[src/rtl/reg2519_ctl.sv]
// reg2519_ctl: command sequencer for a bank of 25LS2519-style quad registers.
// Turns a single-cycle REQ/ACK command into ordered data-setup, clock-enable,
// output-enable and clear strobes. Every output is a flop.
// Optional build macro: REG2519_CTL_VERIFY_EN adds a read-back verify after
// every write and drives ERR; without it ERR stays 0.
module reg2519_ctl #(
    parameter int NREG       = 4,
    parameter int AW         = 2,
    parameter int CLR_CYCLES = 2
) (
    input  logic            CLK,
    input  logic            ASYN_CLR_N,
    input  logic            REQ,
    input  logic            WE,
    input  logic            CLR,
    input  logic [AW-1:0]   ADDR,
    input  logic [3:0]      DATA_IN,
    input  logic            INV_IN,
    input  logic [3:0]      RD_BUS,
    output logic [3:0]      I,
    output logic            INV,
    output logic [NREG-1:0] CLK_ENB_N,
    output logic [NREG-1:0] O_ENB_N,
    output logic            CLR_N,
    output logic [3:0]      DATA_OUT,
    output logic            ACK,
    output logic            BUSY,
    output logic            ERR
);

    typedef enum logic [2:0] {
        S_IDLE,
        S_W_SETUP,
        S_W_STROBE,
        S_W_HOLD,
        S_R_DRIVE,
        S_R_SAMPLE,
        S_CLEAR,
        S_C_RECOVER
    } state_t;

    localparam logic [3:0] CNT_LAST = 4'(CLR_CYCLES - 1);

    state_t          state_q, state_d;
    logic [AW-1:0]   addr_q, addr_d;
    logic [3:0]      data_q, data_d;
    logic            inv_q, inv_d;
`ifdef REG2519_CTL_VERIFY_EN
    logic            wr_q, wr_d;
`endif
    logic [3:0]      clr_cnt_q, clr_cnt_d;

    logic            accept;
    logic            addr_valid;
    logic            addr_valid_d;
    logic [NREG-1:0] sel_d;
    logic            drive_d;
    logic            ack_d;
    logic [3:0]      rd_val;

    // A new command is taken in IDLE or in the ACK cycle of the previous one,
    // so REQ held high runs commands back to back without a dead cycle.
    assign accept       = REQ && ((state_q == S_IDLE) || ACK);
    assign addr_valid   = 32'(addr_q) < NREG;
    assign addr_valid_d = 32'(addr_d) < NREG;
    assign sel_d        = addr_valid_d ? (NREG'(1) << addr_d) : '0;
    // An out-of-range address enables nothing, so the bus reads as zero.
    assign rd_val       = addr_valid ? RD_BUS : 4'h0;

    // Next-state, command latch and output decode for the cycle after this edge.
    always_comb begin
        // NOTE: every variable gets a default first so no path leaves it unassigned,
        // which would otherwise infer a latch.
        state_d   = state_q;
        addr_d    = addr_q;
        data_d    = data_q;
        inv_d     = inv_q;
`ifdef REG2519_CTL_VERIFY_EN
        wr_d      = wr_q;
`endif
        clr_cnt_d = clr_cnt_q;

        if (accept) begin
            addr_d    = ADDR;
            data_d    = DATA_IN;
            inv_d     = INV_IN;
`ifdef REG2519_CTL_VERIFY_EN
            wr_d      = WE && !CLR;
`endif
            clr_cnt_d = '0;
            if (CLR)     state_d = S_CLEAR;
            else if (WE) state_d = S_W_SETUP;
            else         state_d = S_R_DRIVE;
        end else begin
            case (state_q)
                S_IDLE:      state_d = S_IDLE;
                S_W_SETUP:   state_d = S_W_STROBE;
                S_W_STROBE:  state_d = S_W_HOLD;
`ifdef REG2519_CTL_VERIFY_EN
                S_W_HOLD:    state_d = S_R_DRIVE;
`else
                S_W_HOLD:    state_d = S_IDLE;
`endif
                S_R_DRIVE:   state_d = S_R_SAMPLE;
                S_R_SAMPLE:  state_d = S_IDLE;
                S_CLEAR: begin
                    if (clr_cnt_q == CNT_LAST) begin
                        state_d = S_C_RECOVER;
                    end else begin
                        clr_cnt_d = clr_cnt_q + 4'd1;
                    end
                end
                S_C_RECOVER: state_d = S_IDLE;
                default:     state_d = S_IDLE;
            endcase
        end

        drive_d = (state_d == S_W_SETUP) || (state_d == S_W_STROBE) ||
                  (state_d == S_W_HOLD);
`ifdef REG2519_CTL_VERIFY_EN
        ack_d   = (state_d == S_R_SAMPLE) || (state_d == S_C_RECOVER);
`else
        ack_d   = (state_d == S_W_HOLD) || (state_d == S_R_SAMPLE) ||
                  (state_d == S_C_RECOVER);
`endif
    end

    // State, command registers and registered strobes; reset forces the bank idle.
    always_ff @(posedge CLK or negedge ASYN_CLR_N) begin
        if (!ASYN_CLR_N) begin
            state_q   <= S_IDLE;
            addr_q    <= '0;
            data_q    <= '0;
            inv_q     <= 1'b0;
`ifdef REG2519_CTL_VERIFY_EN
            wr_q      <= 1'b0;
`endif
            clr_cnt_q <= '0;
            I         <= '0;
            INV       <= 1'b0;
            CLK_ENB_N <= '1;
            O_ENB_N   <= '1;
            CLR_N     <= 1'b1;
            DATA_OUT  <= '0;
            ACK       <= 1'b0;
            BUSY      <= 1'b0;
            ERR       <= 1'b0;
        end else begin
            // NOTE: non-blocking assignments here so every flop samples the
            // pre-edge values, independent of statement order.
            state_q   <= state_d;
            addr_q    <= addr_d;
            data_q    <= data_d;
            inv_q     <= inv_d;
`ifdef REG2519_CTL_VERIFY_EN
            wr_q      <= wr_d;
`endif
            clr_cnt_q <= clr_cnt_d;
            I         <= drive_d ? data_d : 4'h0;
            INV       <= drive_d && inv_d;
            CLK_ENB_N <= (state_d == S_W_STROBE) ? ~sel_d : '1;
            O_ENB_N   <= ((state_d == S_R_DRIVE) || (state_d == S_R_SAMPLE)) ? ~sel_d : '1;
            CLR_N     <= (state_d != S_CLEAR);
            ACK       <= ack_d;
            BUSY      <= (state_d != S_IDLE);
            if (state_q == S_R_SAMPLE) begin
                DATA_OUT <= rd_val;
            end
`ifdef REG2519_CTL_VERIFY_EN
            // Compare at the end of R_DRIVE so ERR is already valid alongside ACK.
            if ((state_q == S_R_DRIVE) && wr_q) begin
                ERR <= (rd_val != (inv_q ? ~data_q : data_q));
            end
`endif
        end
    end

endmodule

[config.mk]
export PLATFORM = sky130hd
export DESIGN_NAME = reg2519_ctl
export DESIGN_NICKNAME = d
export VERILOG_FILES = /design/src/rtl/reg2519_ctl.sv
export SDC_FILE = /design/constraint.sdc
export NUM_CORES = 1
export LEC_CHECK = 0
export CAP_MARGIN = 20
export CORE_UTILIZATION = 33
export DETAILED_ROUTE_END_ITERATION = 8
export MAX_ROUTING_LAYER = met4
export PLACE_DENSITY = 0.61
export REMOVE_ABC_BUFFERS = 1
export SETUP_SLACK_MARGIN = 0.2
export SLEW_MARGIN = 10
export SYNTH_ARGS = -nofsm -noshare
export SYNTH_HDL_FRONTEND = slang
export SYNTH_SLANG_ARGS = --single-unit
[constraint.sdc]
create_clock -name CLK -period 2.54 [get_ports CLK]
set_input_delay 0.381 -clock CLK [delete_from_list [all_inputs] [get_ports CLK]]
set_output_delay 0.381 -clock CLK [all_outputs]
set_load 0.02 [all_outputs]
; Yosys cells after proc, flatten, opt, wreduce, memory -nomap -nowiden
; Index checks and enable logic that the tools add are counted.
; Widths: inputs -> output; s select.
[totals]
input_bits = 16
wordCells = 59
reg_bits = 34
out_inout_bits = 21
[op_classes]
n_mux = 14
n_eq_ne = 16
reduce_logical = 13
n_addsub = 1
bitwise_logic = 1
shifts = 1
[op_table]
columns = op, n
row1 = $mux 4, 7
row2 = $eq 3x3->1 const B, 7
row3 = $pmux 3 s5, 1
row4 = $eq 3x2->1 const B, 4
row5 = $mux 3, 4
row6 = $eq 3x1->1 const B, 2
row7 = $logic_or 1x1->1, 6
row8 = $add 4x1->4 const B, 1
row9 = $eq 4x1->1 const B, 1
row10 = $not 4->4, 1
row11 = $reduce_or 4->1, 1
row12 = $shl 1x2->4 const A, 1
row13 = $logic_not 3->1, 1
row14 = $ne 3x3->1 const B, 1
row15 = $reduce_bool 3->1, 1
row16 = $logic_and 1x1->1, 2
row17 = $mux 2, 1
row18 = $ne 2x2->1 const B, 1
row19 = $reduce_and 2->1, 1
row20 = $reduce_bool 2->1, 1
row21 = $mux 1, 1

; Logic depth before layout (Yosys ltp)
[depth]
depth_word = 8
depth_mapped = 7
depth_no_buf = 6

; Least setup slack after synthesis
; No wires, ideal clock.
[synth_path]
path_kind = reg2reg
start = register state_q[1]
end = register O_ENB_N[0]
stages_incl_launch_ff = 7
n_path_buf = 2
path_slack_ns = 0.774
setup_time_ns = 0.068
t_required_ns = 2.472
synth_period_minus_slack_ns = 1.766
arrival_time_ns = 1.698
path_cell_list = dfrtp_1 buf_6 or4b_4 and2_4 buf_6 mux2_4 nand4_1
[synth_via]
elab_chain_len = 7
elab_cells_between_ends = 21
cone_classes = eq/ne: 9 / shift: 1 / mux: 5 / bitwise: 1 / reduce/logical: 5
[synth_rtl]
columns = element, line_no
row1 = start: declaration, 44  ; state_t state_q, state_d;
row2 = start signal: assignment, 151  ; state_q <= state_d;
row3 = $eq 3x3->1 (tied with other cells), 95  ; case (state_q)
row4 = $reduce_or 4->1 (no line) or $logic_or 1x1->1 (tied branches), -
row5 = $pmux 3 s5 or $logic_and 1x1->1 (tied branches), "95, 63"
row6 = $mux 3 (*), 83  ; if (accept) begin
row7 = net state_d[2], 44
row8 = $eq 3x3->1, 162  ; O_ENB_N <= ((state_d == S_R_DRIVE) || (state_d == S_R_SAMPLE)) ? ~sel_d : '1;
row9 = $logic_or 1x1->1 (*), 162
row10 = $mux 4 (*), 162
row11 = end signal: assignment, 162
row12 = end: declaration, 23  ; output logic [NREG-1:0] O_ENB_N,
; The timed path passes the listed nets; every way through them passes the cells marked *.
; A chain may end at the register's enable or synchronous reset.

; Worst setup path in the final report
[layout_path]
start = register clr_cnt_q[1]
end = register I[0]
[layout_via]
elab_chain_len = 8
elab_cells_between_ends = 10
cone_classes = eq/ne: 4 / mux: 4 / reduce/logical: 2
[layout_rtl]
columns = element, line_no
row1 = start: declaration, 51  ; logic [3:0] clr_cnt_q, clr_cnt_d;
row2 = start signal: assignment, 158  ; clr_cnt_q <= clr_cnt_d;
row3 = $eq 4x1->1 (*), 107  ; if (clr_cnt_q == CNT_LAST) begin
row4 = $mux 3 (*), 107
row5 = $pmux 3 s5 (*), 95
row6 = $mux 3 (*), 83
row7 = $eq 3x1->1 or $eq 3x2->1 (tied branches), 118  ; drive_d = (state_d == S_W_SETUP) || (state_d == S_W_STROBE) ||
row8 = $logic_or 1x1->1, 118
row9 = $logic_or 1x1->1 (*), 118
row10 = $mux 4 (*), 159  ; I <= drive_d ? data_d : 4'h0;
row11 = end signal: assignment, 159
row12 = end: declaration, 20  ; output logic [3:0] I,
; Mark *: on every way between the ends. The rest lies on a longest branch, timed or not.

==> results.cfg <==
[clock_network]
ctsLongestPathBuffers = 2
cts.clk_slew.worst_paths_ns = 0.07
cts_tree = built
ctsRootBufferMaster = clkbuf_8
ctsResizeCount = 0
cts_htree_levels = 2
cts_buffers = 5
cts_hold_buf = 0
cts_setup_buffers = 0
clock_sinks = 34
clkLatencyLatePin_ns = 0.29

[logic_synthesis]
postSynthCellCount = 114
syn_area_per_cell_um2 = 12.5
synthArstFlopShare_pct = 100
yosysTopAreaCell = dfrtp_1
yosysSeqAreaShare_pct = 60.4
ys_types = 39
synth-seq-cells = 34
synth_top_area_share_pct = 43.8
synth_edf_count = 0
synth_ff_type = dfrtp_1
yosys_warnings = 1
syn-cell-area_um2 = 1430
synthTopCellsByArea = dfrtp_1, dfstp_2, nand2_1

[route]
vias_per_cell = 4.90
wl_mm = 2.90
route.vias.total = 1005
first_pass_iters = 4
drc = 0
final_antenna_net_count = 0
routedWlPerCell_um = 14.1
drtIter0Drc = 67

[global_route]
grt_pass1_wl_mm = 4.75
grt_pass1_vias = 1053
grt_usage_pct = 15.2
grt_max_degree = 35
grt_use_met2_pct = 24.1
use_met1_pct = 17.0
antenna_found_initial = 0
grt_overflow = 0
global_route.peak_usage_layer = met2
met3_usage_pct = 5.07

[cells_and_area]
final_util_pct = 46.8
drive_gt1_share_pct = 20.0
diodes = 0
area_growth_pct = 33.9
fin_nets = 172
multi_input_area_um2 = 515
fillCellCount = 377
mostFrequentLayoutCells = clkdlybuf4s50_1, dfrtp_1, nand2_1, dfstp_2, clkbuf_8
seqCellArea_um2 = 862
final_common_cell = clkdlybuf4s50_1

[floorplan]
row_count = 23
start_util_pct = 34.9
dieArea_um2 = 4590
die_width_um = 67.8
core_area_um2 = 4090
die_height_um = 67.8
io_pins = 37

[min_path]
hold_start = data_q[2]
worst_hold_path_type = reg2reg

[place]
dp_hpwl_mm = 2.11
dp_slack_ns = 0.352
routabilityCongestion = 0.780
io_buffer_count = 35

[outcome]
run_status = finished clean

[timing]
period_needed_ns = 1.93
setup_slack_ns = 0.610
fmax_mhz = 518
whs_ns = 0.482
rsz0062_at_grt = false
setup_violations = 0
post-route-period-util_pct = 76.0
worstMarginPinSlew_ns = 0.726
slew_headroom_pct = 51.6
fin_skew_ns = 0.00385
hold_violations = 0
slew_viol_final = 0
finalSetupTns_ns = 0

[worst_setup_path]
r2r_setup_slack_ns = 0.61
cp-startpoint = clr_cnt_q[1]
required_ns = 2.76
crit_path_max_fanout = 5
worstReg2RegStart = clr_cnt_q[1]
start_kind = flop
cp.arrival_ns = 2.15
critPathKind = reg2reg
end_kind = flop

[power]
p_total_mw = 2.39
powerDensity_nw_per_um2 = 1250
p_leak_nw = 0.831
ir_drop_v = 0.000396

[run]
maxCapViolCount = 0
layer usage:
| layer | up-vias | share of wire (%) |
|---|---|---|
| met1 | 492 | 42 |
| met2 | 26 | 51 |
| met3 | 6 | 4.0 |
| met5 | - | 0 |
| met4 | 0 | 2.2 |
| li1 | 481 | - |
critical path, cell delays in order, from the launching register on:
cell	delay, ns
dfrtp_1	0.41
inv_1	0.06
ha_1	0.13
or3b_1	0.40
a31o_2	0.30
a211oi_2	0.36
a22o_1	0.20
cell usage after synthesis (2+ instances only):
cell type  count
a21oi_1        2
a22o_1         5
buf_6          2
dfrtp_1       25
dfstp_2        9
ha_1           2
inv_1          2
inv_2          2
mux2_2         4
mux2i_4        2
nand2_1       17
nand3_1        5
nand3b_1       2
nand4_1        5
nor2_1         4
o21bai_1       2
xnor2_1        2
logic make-up (layout without fill, tap and decap cells):
family / after synthesis / after routing / synth area share (%)
and+or+nand+nor: 42 / 42 / 15.5
DFF: 34 / 34 / 60.4
AOI/OAI and AO/OA: 17 / 17 / 9.38
buffers and inverters: 8 / 49 / 3.51
muxes: 7 / 7 / 7.36
xor gates and xnor gates: 3 / 3 / 1.84
adders and majority gates: 2 / 2 / 1.75
other: 1 / 1 / 0.263
sequential cells by signal (all words and copies together) (netlist names):
register / flops
O_ENB_N: 4
DATA_OUT: 4
data_q: 4
BUSY: 1
INV: 1
addr_q: 2
inv_q: 1
CLK_ENB_N: 4
I: 4
state_q: 3
clr_cnt_q: 4
CLR_N: 1
ACK: 1
area by class of cell:
cell class                 count  share of cell area (%)
sequential                    34                    45.1
clock buffer                   7                    4.52
inverter                       4                   0.785
clock inverter                 1                   0.262
tap                           50                    3.27
timing repair buffer          37                    19.1
multi-input combinational     72                    27.0
worst paths after layout:
path | to | cells after the start
hold / removal | data_q[2] | 2
min in group asynchronous | ACK | 2
setup reg to reg | I[0] | 6
setup / recovery | I[0] | 6
max in group asynchronous | CLR_N | 2
hold reg to reg | data_q[2] | 2
per-stage QoR:
stage | cells | cell area (µm²)
finish | 205 | 1910
detailed placement | 197 | 1820
CTS | 205 | 1910
global placement | 197 | 1820
floorplan | 110 | 1390
global route | 205 | 1910
where the power goes:
part	switching [mW]	internal, mW
Combinational	0.558	0.501
Sequential	0.148	0.775
Clock	0.193	0.218
Total	0.899	1.49
Note: power is estimated with default switching activity, not from simulation.
